File: src/rtl/xadc_axi_burst_capture.sv
// xadc_axi_burst_capture: buffers tagged samples in a FIFO and writes them as fixed-length AXI4 bursts into a ring or one-shot buffer
module xadc_axi_burst_capture #(
    parameter logic [31:0] C_M_TARGET_SLAVE_BASE_ADDR = 32'h4000_0000,
    parameter int C_M_AXI_ADDR_WIDTH = 32,
    parameter int C_M_AXI_BURST_LEN = 16,
    parameter int C_NUM_CHANNELS = 4,
    parameter int C_FIFO_DEPTH = 64,
    parameter int C_BUF_WORDS = 1024,
    localparam int CW = C_NUM_CHANNELS > 1 ? $clog2(C_NUM_CHANNELS) : 1
)(
    input  logic ACLK,
    input  logic ARESET,
    input  logic INIT_AXI_TXN,
    input  logic CFG_CONTINUOUS,
    input  logic STOP,
    input  logic S_VALID,
    output logic S_READY,
    input  logic [15:0] S_DATA,
    input  logic [CW-1:0] S_CHAN,
    output logic TXN_DONE,
    output logic ERROR,
    output logic OVERFLOW,
    output logic [0:0] M_AXI_AWID,
    output logic [C_M_AXI_ADDR_WIDTH-1:0] M_AXI_AWADDR,
    output logic [7:0] M_AXI_AWLEN,
    output logic [2:0] M_AXI_AWSIZE,
    output logic [1:0] M_AXI_AWBURST,
    output logic M_AXI_AWLOCK,
    output logic [3:0] M_AXI_AWCACHE,
    output logic [2:0] M_AXI_AWPROT,
    output logic [3:0] M_AXI_AWQOS,
    output logic M_AXI_AWVALID,
    input  logic M_AXI_AWREADY,
    output logic [31:0] M_AXI_WDATA,
    output logic [3:0] M_AXI_WSTRB,
    output logic M_AXI_WLAST,
    output logic M_AXI_WVALID,
    input  logic M_AXI_WREADY,
    input  logic [1:0] M_AXI_BRESP,
    input  logic M_AXI_BVALID,
    output logic M_AXI_BREADY
);
    localparam int FW = $clog2(C_FIFO_DEPTH);
    localparam int FW1 = FW + 1;
    localparam int PW = $clog2(C_BUF_WORDS);
    localparam int BW = $clog2(C_M_AXI_BURST_LEN) + 1;
    localparam int AW = C_M_AXI_ADDR_WIDTH;
    localparam int LB = C_M_AXI_BURST_LEN - 1;
    localparam logic [FW:0] LEN_F = C_M_AXI_BURST_LEN[FW:0];
    localparam logic [PW-1:0] LEN_P = C_M_AXI_BURST_LEN[PW-1:0];
    localparam logic [PW:0] ACC_MAX = C_BUF_WORDS[PW:0];
    localparam logic [BW-1:0] LAST_BEAT = LB[BW-1:0];
    localparam logic [AW-1:0] BASE = AW'(C_M_TARGET_SLAVE_BASE_ADDR);

    typedef enum logic [2:0] {IDLE, FILL, ADDR, DATA, RESP, DONE} state_t;
    state_t state;

    logic [31:0] mem [C_FIFO_DEPTH];
    logic [FW:0] wp, rp, wp_n, count;
    logic [PW-1:0] word_ptr, ptr_n;
    logic [PW:0] acc;
    logic [BW-1:0] beat;
    logic cont, init_q, capturing, full, push, pop, start, to_done;

    assign count = wp - rp;
    assign full = count[FW];
    assign capturing = state inside {FILL, ADDR, DATA, RESP};
    assign S_READY = capturing && !full && (cont || acc < ACC_MAX);
    assign push = S_VALID && S_READY;
    assign pop = M_AXI_WVALID && M_AXI_WREADY;
    assign wp_n = wp + FW1'(push);
    assign start = INIT_AXI_TXN && !init_q && (state == IDLE || state == DONE);
    // word_ptr is exactly PW bits wide, so this add wraps modulo the buffer size
    assign ptr_n = word_ptr + LEN_P;
    assign to_done = cont ? STOP : ptr_n == '0;

    assign M_AXI_AWID = 1'b0;
    assign M_AXI_AWADDR = BASE + (AW'(word_ptr) << 2);
    assign M_AXI_AWLEN = 8'(LB);
    assign M_AXI_AWSIZE = 3'b010;
    assign M_AXI_AWBURST = 2'b01;
    assign M_AXI_AWLOCK = 1'b0;
    assign M_AXI_AWCACHE = 4'b0010;
    assign M_AXI_AWPROT = 3'b000;
    assign M_AXI_AWQOS = 4'b0000;
    assign M_AXI_AWVALID = state == ADDR;
    assign M_AXI_WDATA = mem[rp[FW-1:0]];
    assign M_AXI_WSTRB = 4'hF;
    assign M_AXI_WVALID = state == DATA;
    assign M_AXI_WLAST = M_AXI_WVALID && beat == LAST_BEAT;
    assign M_AXI_BREADY = state == RESP;
    assign TXN_DONE = state == DONE;

    always_ff @(posedge ACLK)
        if (push) mem[wp[FW-1:0]] <= {16'(S_CHAN), S_DATA};

    always_ff @(posedge ACLK) begin
        if (ARESET) begin
            state <= IDLE;
            wp <= '0;
            rp <= '0;
            word_ptr <= '0;
            acc <= '0;
            beat <= '0;
            cont <= 1'b0;
            init_q <= 1'b0;
            ERROR <= 1'b0;
            OVERFLOW <= 1'b0;
        end else begin
            init_q <= INIT_AXI_TXN;
            wp <= wp_n;
            rp <= rp + FW1'(pop);
            acc <= acc + (PW+1)'(push && !cont);
            if (capturing && S_VALID && full) OVERFLOW <= 1'b1;
            // flushing sets rp to the post-push write pointer so a same-cycle push is discarded too
            case (state)
                IDLE, DONE: if (start) begin
                    ERROR <= 1'b0;
                    OVERFLOW <= 1'b0;
                    rp <= wp;
                    word_ptr <= '0;
                    acc <= '0;
                    cont <= CFG_CONTINUOUS;
                    state <= FILL;
                end
                FILL: if (count >= LEN_F) state <= ADDR;
                      else if (cont && STOP) begin
                          state <= DONE;
                          rp <= wp_n;
                      end
                ADDR: if (M_AXI_AWREADY) begin
                    state <= DATA;
                    beat <= '0;
                end
                DATA: if (M_AXI_WREADY) begin
                    beat <= beat + BW'(1);
                    if (M_AXI_WLAST) state <= RESP;
                end
                RESP: if (M_AXI_BVALID) begin
                    ERROR <= ERROR | (M_AXI_BRESP != 2'b00);
                    word_ptr <= ptr_n;
                    state <= to_done ? DONE : FILL;
                    if (to_done) rp <= wp_n;
                end
                default: state <= IDLE;
            endcase
        end
    end
endmodule

File: config.mk
export PLATFORM = sky130hd
export DESIGN_NAME = xadc_axi_burst_capture
export DESIGN_NICKNAME = d
export VERILOG_FILES = /design/src/rtl/xadc_axi_burst_capture.sv
export SDC_FILE = /design/constraint.sdc
export NUM_CORES = 1
export LEC_CHECK = 0
export BUFFER_PORTS_ARGS = -buffer_cell sky130_fd_sc_hd__buf_2
export CAP_MARGIN = 15
export CORE_MARGIN = 5
export CORE_UTILIZATION = 55
export DETAILED_ROUTE_END_ITERATION = 7
export PLACE_DENSITY = 0.72
export RECOVER_POWER = 50
export SLEW_MARGIN = 20
export SYNTH_ARGS = -nofsm -noshare
export SYNTH_HDL_FRONTEND = slang
export SYNTH_SLANG_ARGS = --single-unit
File: constraint.sdc
create_clock -name ACLK -period 7.5 [get_ports ACLK]
set_input_delay 0.75 -clock ACLK [delete_from_list [all_inputs] [get_ports ACLK]]
set_output_delay 0.75 -clock ACLK [all_outputs]
set_load 0.01 [all_outputs]
Word-level counts from Yosys, hierarchy flattened
Memories as Yosys holds them, arrays and structs flattened. A register that Yosys moved wholly into a read port is not among the register bits.
Cells that the tools add are included.
{"block": "op_classes", "addsub": 7, "magnitude_cmp": 2, "eq_ne": 12, "muxes": 33, "n_bitwise": 1, "n_reduce_logical": 27}
{"cell": "$mux 7", "n": 5}
{"cell": "$add 31x12->32 const A", "n": 1}
{"cell": "$mux 3", "n": 8}
{"cell": "$mux 11", "n": 2}
{"cell": "$pmux 7 s3", "n": 1}
{"cell": "$mux 10", "n": 2}
{"cell": "$pmux 10 s2", "n": 1}
{"cell": "$pmux 3 s5", "n": 1}
{"cell": "$add 7x1->7", "n": 2}
{"cell": "$add 11x1->11", "n": 1}
{"cell": "$logic_and 1x1->1", "n": 11}
{"cell": "$lt 11x11->1 const B", "n": 1}
{"cell": "$add 10x5->10 const B", "n": 1}
{"cell": "$logic_not 10->1", "n": 1}
{"cell": "$mux 5", "n": 2}
{"cell": "$pmux 5 s2", "n": 1}
{"cell": "$mux 1", "n": 8}
{"cell": "$ge 7x5->1 const B", "n": 1}
{"cell": "$sub 7x7->7", "n": 1}
{"cell": "$eq 3x2->1 const B", "n": 2}
{"cell": "$eq 3x3->1 const B", "n": 2}
{"cell": "$mux 6", "n": 1}
{"cell": "$ne 2x2->1 const B", "n": 3}
{"cell": "$reduce_and 3->1", "n": 2}
{"cell": "15 further kinds", "n": 21}
{"block": "word_totals", "reg_bits": 47, "ramBits": 1152, "inputBits": 29, "mem_count": 1}
{"memory": "mem", "words": 64, "word_bits": 18, "read_ports": 1, "rd_ports_with_merged_regs": 1, "wr": 1, "line": "58", "text": "logic [31:0] mem [C_FIFO_DEPTH];"}

Logic depth before layout (Yosys ltp)
Gate-level depths: netlist of the first run.
{"block": "logic_depth", "depth_word": 10, "depth_mapped": 18, "ltp_nobuf": 16}

Worst setup path after synthesis of the first run
Ideal clock, no wire load.
{"block": "synth_path", "path_type": "register -> register", "start": "register rp[2]", "end": "memory mem[60][0] (netlist bit), enable pin", "setup_ns": 0.393, "arrival_ns": 3.623, "required_ns": 7.107, "slack_ns": 3.484, "stages_incl_launch_ff": 13, "cell_sequence": "dfxtp_1 > inv_1 > buf_2 > buf_1 > ha_1 > nor2b_1 > o2111ai_1 > a21oi_1 > nor4bb_1 > clkbuf_1 > and2_1 > nand3_1 > nor2_1"}
{"block": "synth_via", "elab_chain_cells": 7}
{"element": "start, declared", "line": "59", "text": "logic [FW:0] wp, rp, wp_n, count;"}
{"element": "start signal, assigned", "line": "112", "text": "rp <= rp + FW1'(pop);"}
{"element": "start signal, assigned", "line": "120", "text": "rp <= wp;"}
{"element": "start signal, assigned", "line": "129", "text": "rp <= wp_n;"}
{"element": "$sub 7x7->7", "line": "65", "text": "assign count = wp - rp;"}
{"element": "$logic_not 1->1", "line": "68", "text": "assign S_READY = capturing && !full && (cont || acc < ACC_MAX);"}
{"element": "$logic_and 1x1->1 (2 in series)", "line": "68"}
{"element": "$logic_and 1x1->1", "line": "69", "text": "assign push = S_VALID && S_READY;"}
{"element": "$mux 1", "line": "95", "text": "if (push) mem[wp[FW-1:0]] <= {16'(S_CHAN), S_DATA};"}
{"element": "$mux 1 (not written as such)", "line": "95"}
{"element": "end, declared", "line": "58"}
Every way passes these cells.

==> results list, run 1 <==
* Result of the run: finished, violations left
- Violated checks: capacitance limit, slew limit
- Final net count: 2,297
- Across all hold checks on the routed design, the worst slack comes to 0.313 ns.
- I/O Buffers: 60
- The number of antenna violations at the first check in global routing came to 5.
* Hpwl dp: 60.0 mm
- No sink is reached through more buffers than the 3 on the longest clock path.
- Final critical-path share of the clock period: 0.660
- From left edge to right edge, the die measures 303 um.
* Residual overflow from global routing: 0
- Share of cell area taken by muxes after synthesis: 0.183
* Worst setup slack after layout: 2.55 ns
- STA puts the critical path data arrival time at 4.20 ns.
- Top Ports: 131
- Switching part of the total: 0.276
* Syn. warnings: 0
- Unrepaired setup endpoints after global routing: false
- Of the total synthesized cell area, the portion taken by XOR and XNOR cells is 0.00465.
- Share of the core filled with cells: 0.616
* Post-route setup TNS: 0 ns
- The max-slew violation total from the final report came to 1,154.
- Aggregate global-route resource usage: 0.238
* Latest clock arrival within the worst-skew pair: 0.68 ns
* Final Wtd Congestion: 0.854
- After synthesis, the netlist uses 52 different library cells.
- Combinational group share of total power: 0.251
* Clock edge transition at the registers on the reported setup and hold paths: 0.06 ns
- DRT Wirelength: 108 mm
* CP endpoint kind: output pin
- The final number of hold-violating endpoints came to 0.
* Site Rows: 107
- Path category of the worst min-delay check: input pin to flip-flop
* Slew of the pin with the lowest slew margin: 3.23 ns
* Post-Syn Area: 0.0471 sq mm
* Initial Utilization: 0.553
- Maximum VDD drop: 0.000342 V
- Entering global routing, the biggest net connects 164 pins.
- Setup violations remaining at the end of the flow were counted as 0.
* Sequential cell fraction of total power: 0.431
* Sw Pwr: 4860 uW
- Post-synthesis adder-cell area fraction: 0.00494
- The H-tree was split into 3 levels.
- Shortest period the worst path allows: 4.95 ns
- Of all nets on the critical path, the largest fanout is 163.
- Simple-gate share of the synthesized area: 0.0213
- Of the synthesized area, sequential elements account for 0.753.
* Power per unit of standard cell area: 336 mW/mm^2
- The fraction of the mapped netlist area in compound gates is 0.00983.
* Number of clock sinks seen by CTS: 1,195
- Wire length of the first global-routing pass: 156 mm
- The internal portion of the total power is 12,700 uW.
- TritonCTS built the clock tree.
- Async S/R FF share, synth: 0
- In the final layout, the share of cells above drive strength 1 is 0.304.
- Area inside the core boundary: 0.0851 sq mm
* Worst slew slack as a fraction of its limit: -1.16
- Critical setup path kind: flip-flop to output pin
* Per-instance average area after synthesis: 22.3 sq um
- Layout overhead on the synthesized area: 11.2%
- Routed Antenna Nets: 0
- Number of max-cap violations: 18
* Placement-stage worst setup slack: 2.98 ns
* Top post-synthesis cells by count: sky130_fd_sc_hd__edfxtp_1, sky130_fd_sc_hd__mux4_2, sky130_fd_sc_hd__nor2_1
- Startpoint Class: flip-flop
- Dividing the detail-routed wire length by the instance count gives 30.9 um.
- Dominant cell type by area after synthesis: sky130_fd_sc_hd__edfxtp_1
- In this run, CTS created clock tree buffers numbering 114.
* DRC violation count after routing: 0
* Count of state elements after synthesis: 1,195
- Data required time at the worst endpoint: 6.75 ns
- Setup slack on the worst reg-to-reg path comes out at 2.79 ns.
* Static Leak: 0.0161 uW
- In this run, post-CTS repair resized a total of 0 instances.
- The floorplan step set the die height to 303 um.
- The die covers 0.0916 sq mm.
- Number of global-route vias before repair: 22,348
- Number of detailed-routing iterations run before antenna repair: 6
- In this run, synthesis inferred 1,152 flip-flops with an integrated enable.
- The tree is rooted in a sky130_fd_sc_hd__clkbuf_16.
* Maximum achievable frequency: 202 MHz
* Hold Buf Count CTS: 0
* Fraction of power consumed by the clock network: 0.318
* Via count: 22,248
* Detailed router's first-iteration violation count: 2,862
* Cell types with the largest area share after synthesis: sky130_fd_sc_hd__edfxtp_1, sky130_fd_sc_hd__mux4_2, sky130_fd_sc_hd__dfxtp_1, sky130_fd_sc_hd__buf_4, sky130_fd_sc_hd__nor2_1
- Across the routed clock network, the largest skew measured is 0.0179 ns.
- Drt via density: 6.38
- After technology mapping, the gate count stands at 2,109.
- Combinational family with the most area after synthesis: multiplexers
- Most instantiated flip-flop cell in the synthesis netlist: sky130_fd_sc_hd__edfxtp_1
- Post-CTS setup buffer count: 0
- Top cell type's share of synthesized area: 0.734
- Most common cell in the synthesized netlist: sky130_fd_sc_hd__edfxtp_1
==> through the flow <==
step	power [uW]	instances	area [sq um]
6_report	17600	3489	52400
5_1_grt	18200	3488	52400
4_1_cts	17700	3487	52400
3_5_place_dp	12200	3277	48800
3_3_place_gp	12100	3277	48800
2_1_floorplan	10700	2177	47400
==> power by group through the flow <==
stage / Clock (uW) / Sequential, uW / Combinational (uW)
final: 5600 / 7590 / 4410
after global placement: 0 / 7710 / 4410
after floorplan: 0 / 7570 / 3130
after CTS: 5660 / 7580 / 4470
after detailed placement: 0 / 7720 / 4450
after global routing: 5970 / 7600 / 4660
==> flip-flops by register name, indices dropped and copies added, names as in the netlist <==
name / flops
mem: 1152
acc: 11
rp: 7
wp: 7
word_ptr: 6
beat: 5
state: 3
ERROR: 1
OVERFLOW: 1
cont: 1
init_q: 1
==> placed cells by master, fill, tap and decap left out, types with 17 or more instances in the layout <==
| cell | instances |
|---|---|
| sky130_fd_sc_hd__nor2_2 | 59 |
| sky130_fd_sc_hd__clkinv_1 | 17 |
| sky130_fd_sc_hd__nor2_1 | 50 |
| sky130_fd_sc_hd__nand3_1 | 21 |
| sky130_fd_sc_hd__clkbuf_1 | 65 |
| sky130_fd_sc_hd__ha_1 | 17 |
| sky130_fd_sc_hd__buf_2 | 34 |
| sky130_fd_sc_hd__mux4_2 | 378 |
| sky130_fd_sc_hd__clkinv_2 | 26 |
| sky130_fd_sc_hd__nand2_1 | 28 |
| sky130_fd_sc_hd__clkbuf_16 | 117 |
| sky130_fd_sc_hd__edfxtp_1 | 1152 |
| sky130_fd_sc_hd__a21oi_1 | 23 |
| sky130_fd_sc_hd__buf_4 | 63 |
| sky130_fd_sc_hd__dfxtp_1 | 39 |
| sky130_fd_sc_hd__conb_1 | 70 |
==> worst max-delay path, stage by stage (launching register included) <==
cell and delay (ns):
sky130_fd_sc_hd__dfxtp_4 0.85, sky130_fd_sc_hd__buf_12 0.76, sky130_fd_sc_hd__mux4_2 0.43, sky130_fd_sc_hd__mux4_2 0.57
sky130_fd_sc_hd__mux4_2 0.58, sky130_fd_sc_hd__buf_2 0.18
==> metal layers <==
metal | up-vias | wire [um] | global-route usage
met1 | 11904 | 42200 | 0.354
met2 | 1167 | 52800 | 0.378
met5 | - | 41 | 0
met3 | 170 | 10500 | 0.0485
li1 | 9001 | - | -
met4 | 6 | 2230 | 0.0491
==> path summary, 6_finish.rpt <==
check / from / cells past startpoint / to
worst max-delay path: rp[1]$_SDFF_PP0_ / 5 / M_AXI_WDATA[5]
worst min-delay path: M_AXI_AWREADY / 2 / beat[2]$_SDFFE_PP0P_
worst max register to register: wp[0]$_SDFF_PP0_ / 11 / mem[20][7]$_DFFE_PP_
worst min register to register: beat[4]$_SDFFE_PP0P_ / 2 / beat[4]$_SDFFE_PP0P_
==> layout make-up <==
class                      instances  area [sq um]
multi-input combinational        791         11000
tap                             1144          1430
sequential                      1195         35500
fill                            5779         32700
inverter                          16          65.1
antenna                            1          2.50
timing repair buffer             132           823
clock inverter                    56           523
clock buffer                     154          3110
==> logic make-up after synthesis <==
logic type,Yosys count
fa+ha+maj,18
mux,389
buf+inv,191
xor+xnor,25
flops,1195
other cells,2
simple gates,218
compound gates,71
Power figures use the tool's default switching activity.
==> run 2, diff against run 1 <==
==> constraint.sdc (replaced) <==
create_clock -name ACLK -period 5.2 [get_ports ACLK]
set_input_delay 0.52 -clock ACLK [delete_from_list [all_inputs] [get_ports ACLK]]
set_output_delay 0.52 -clock ACLK [all_outputs]
set_load 0.01 [all_outputs]
==> results list, run 2 (synthesis results as in run 1) <==
- The biggest cell delay along the critical path is 0.75 ns (-0.10 ns).
* Number of buffers added by the clock tree synthesis step: 114 (unchanged)
- The clock transition time at the flip-flop clock pins of the worst setup and hold paths came to 0.06 ns (about the same).
- Hold Buf Count CTS: 0 (unchanged)
* Routed Antenna Nets: 0 (unchanged)
- CP endpoint kind: output pin
- The number of global-route vias before repair came to 22,673 (+1.5%).
* Path category of the worst min-delay check: input pin to flip-flop
- Number of clock sinks seen by CTS: 1,195 (unchanged)
* Maximum number of pins on one net before global-route repair: 139 (-15%)
- Residual overflow from global routing: 0 (unchanged)
- The average wire length per cell after detail routing was 30.7 um (-0.78%).
- Category of cells accounting for the largest share of critical-path delay: multiplexers
* Slew of the pin with the lowest slew margin: 3.21 ns (-0.0271 ns)
- The final setup TNS came to 0 ns (unchanged).
* Max FFs per register: 1,152 (unchanged)
- The overall power consumption came to 25,400 uW (+45%).
- The total wirelength of the detailed-routed design came to 108 mm (-0.18%).
- The required time reported for the critical path endpoint came to 4.68 ns (-2.07 ns).
- Final critical-path share of the clock period: 0.876
- The residual DRC count was 0 (unchanged).
- The critical path goes through buf_4 -> mux4_2 -> mux4_2 -> mux4_2 -> buf_2.
- Relative to the synthesized area, the layout overhead comes to 11.8%.
- The final core utilization came to 0.619 (+0.00320).
- The initial core utilization was 0.553 (unchanged).
- The arrival time reported for the critical path endpoint is 4.04 ns (-0.16 ns).
* Top library cells by usage in the layout, fill and taps aside: sky130_fd_sc_hd__edfxtp_1, sky130_fd_sc_hd__mux4_2, sky130_fd_sc_hd__clkbuf_16
- Area inside the core boundary: 0.0851 sq mm (unchanged)
- For this design, the slowest cell found on the critical path is sky130_fd_sc_hd__buf_4.
* Shortest period the worst path allows: 4.56 ns
- Violated checks: capacitance limit, slew limit
- Wire length of the first global-routing pass: 158 mm (+1.3%)
- Worst slew slack as a fraction of its limit: -1.14 (+0.0180)
- Final count of negative-setup-slack endpoints: 0 (unchanged)
- The number of vias after detailed routing was 22,300 (+0.23%).
* Resize count post-CTS: 0 (unchanged)
- The row count is 107 (unchanged).
- The number of maximum-capacitance violations came to 18 (unchanged).
- Met2 Resource Use GR: 0.384 (+0.00576)
* Number of hold violations in the final report: 0 (unchanged)
- Final Wtd Congestion: 0.817 (-4.3%)
- The final net count is 2,317 (+0.87%).
- In this design, the critical path's most frequently occurring cell is sky130_fd_sc_hd__mux4_2.
- Latest clock arrival within the worst-skew pair: 0.69 ns (about the same)
- Die outline area: 0.0916 sq mm (unchanged)
* Fraction of final layout cells with drive strength greater than 1: 0.304 (about the same)
- Leaving out fill and tap cells, the most frequent cell in the layout is sky130_fd_sc_hd__edfxtp_1.
* Maximum VDD drop: 0.000393 V (+15%)
- Crit path buf inv count: 2 (unchanged)
- Post-CTS setup buffer count: 0 (unchanged)
- Vert. Die Dim: 303 um (unchanged)
- The final cell count without fillers came to 3,510 (+0.60%).
* Detailed router's first-iteration violation count: 2,931 (+2.4%)
- By startpoint and endpoint, the worst setup path is classified as flip-flop to output pin.
- The highest fanout seen on the critical path is 43 (-74%).
* Die Width: 303 um (unchanged)
* Aggregate global-route resource usage: 0.239 (+0.00128)
- Setup skew after layout: 0.0333 ns (+0.0155 ns)
- The power per standard cell area came to 483 mW/mm^2 (+44%).
- The number of detailed-route iterations in the first pass was 5 (-1).
* Antenna violations before repair: 8 (+3)
* Top Ports: 131 (unchanged)
- CTS Root Cell: sky130_fd_sc_hd__clkbuf_16
- TritonCTS clock tree: done
- Slew Limit Fails: 1,170 (+1.4%)
- The met1 track utilization from global routing came to 0.359 (+0.00517).
- Met3 Usage GRT: 0.0358 (-0.0127)
- I/O Buffers: 60 (unchanged)
- met2 is the most crowded layer.
* Maximum achievable frequency: 219 MHz
* Cells after DPL: 3,298 (+0.64%)
- The fill cell instance count of the final layout is 5,683 (-1.7%).
* Worst setup slack after layout: 0.644 ns (-1.90 ns)
- The worst setup path is launched from a flip-flop.
- Setup repair after global routing left no endpoint under its margin.
- The largest buffer count on any clock path was 3 (unchanged).
* Static Leak: 0.0162 uW (+0.81%)
- The deepest level of the CTS H-tree is 3 (unchanged).
- Placement-stage worst setup slack: 0.829 ns (-2.15 ns)
- The number of vias per cell after detailed routing was 6.35 (-0.37%).
* Result of the run: finished, violations left
- Hpwl dp: 61.0 mm (+1.8%)
[run 2: area by class of cell]
type | instances | area (sq um) | share of cell area
Clock buffer | 146 | 3020 | 0.0572
Multi-Input combinational cell | 791 | 11000 | 0.208
Tap cell | 1144 | 1430 | 0.0272
Clock inverter | 65 | 727 | 0.0138
Antenna cell | 1 | 2.50 | 0.0000475
Inverter | 16 | 65.1 | 0.00124
Sequential cell | 1195 | 35500 | 0.673
Timing Repair Buffer | 152 | 1010 | 0.0192
[run 2: power by group]
| group | total [uW] | leakage, uW | switching [uW] | internal, uW |
|---|---|---|---|---|
| sequential | 10800 | 0.0107 | 123 | 10700 |
| clock | 8280 | 0.00181 | 3450 | 4830 |
| combinational | 6340 | 0.00368 | 3310 | 3030 |
| total | 25400 | 0.0162 | 6880 | 18500 |
[run 2: worst paths after layout]
| check | slack, ns | depth (start not counted) | endpoint | start |
|---|---|---|---|---|
| worst min-delay path | 0.10 | 2 | beat[2]$_SDFFE_PP0P_ | M_AXI_AWREADY |
| worst max-delay path | 0.64 | 5 | M_AXI_WDATA[3] | rp[0]$_SDFF_PP0_ |
| worst min register to register | 0.46 | 2 | beat[4]$_SDFFE_PP0P_ | beat[4]$_SDFFE_PP0P_ |
| worst max register to register | 0.72 | 12 | mem[49][17]$_DFFE_PP_ | wp[0]$_SDFF_PP0_ |
[run 2: metrics by stage]
step	cell area [sq um]	hold slack (ns)
after global routing	52700	0.0898
after CTS	52700	0.0568
final	52700	0.103
after detailed placement	49000	0.456
after global placement	49000	0.440
after floorplan	47400	0.432
[run 2: per-layer routing]
layer	up-vias	share of wire
met4	4	0.021
met5	-	0.00020
met1	11834	0.38
li1	9042	-
met2	1261	0.50
met3	159	0.10
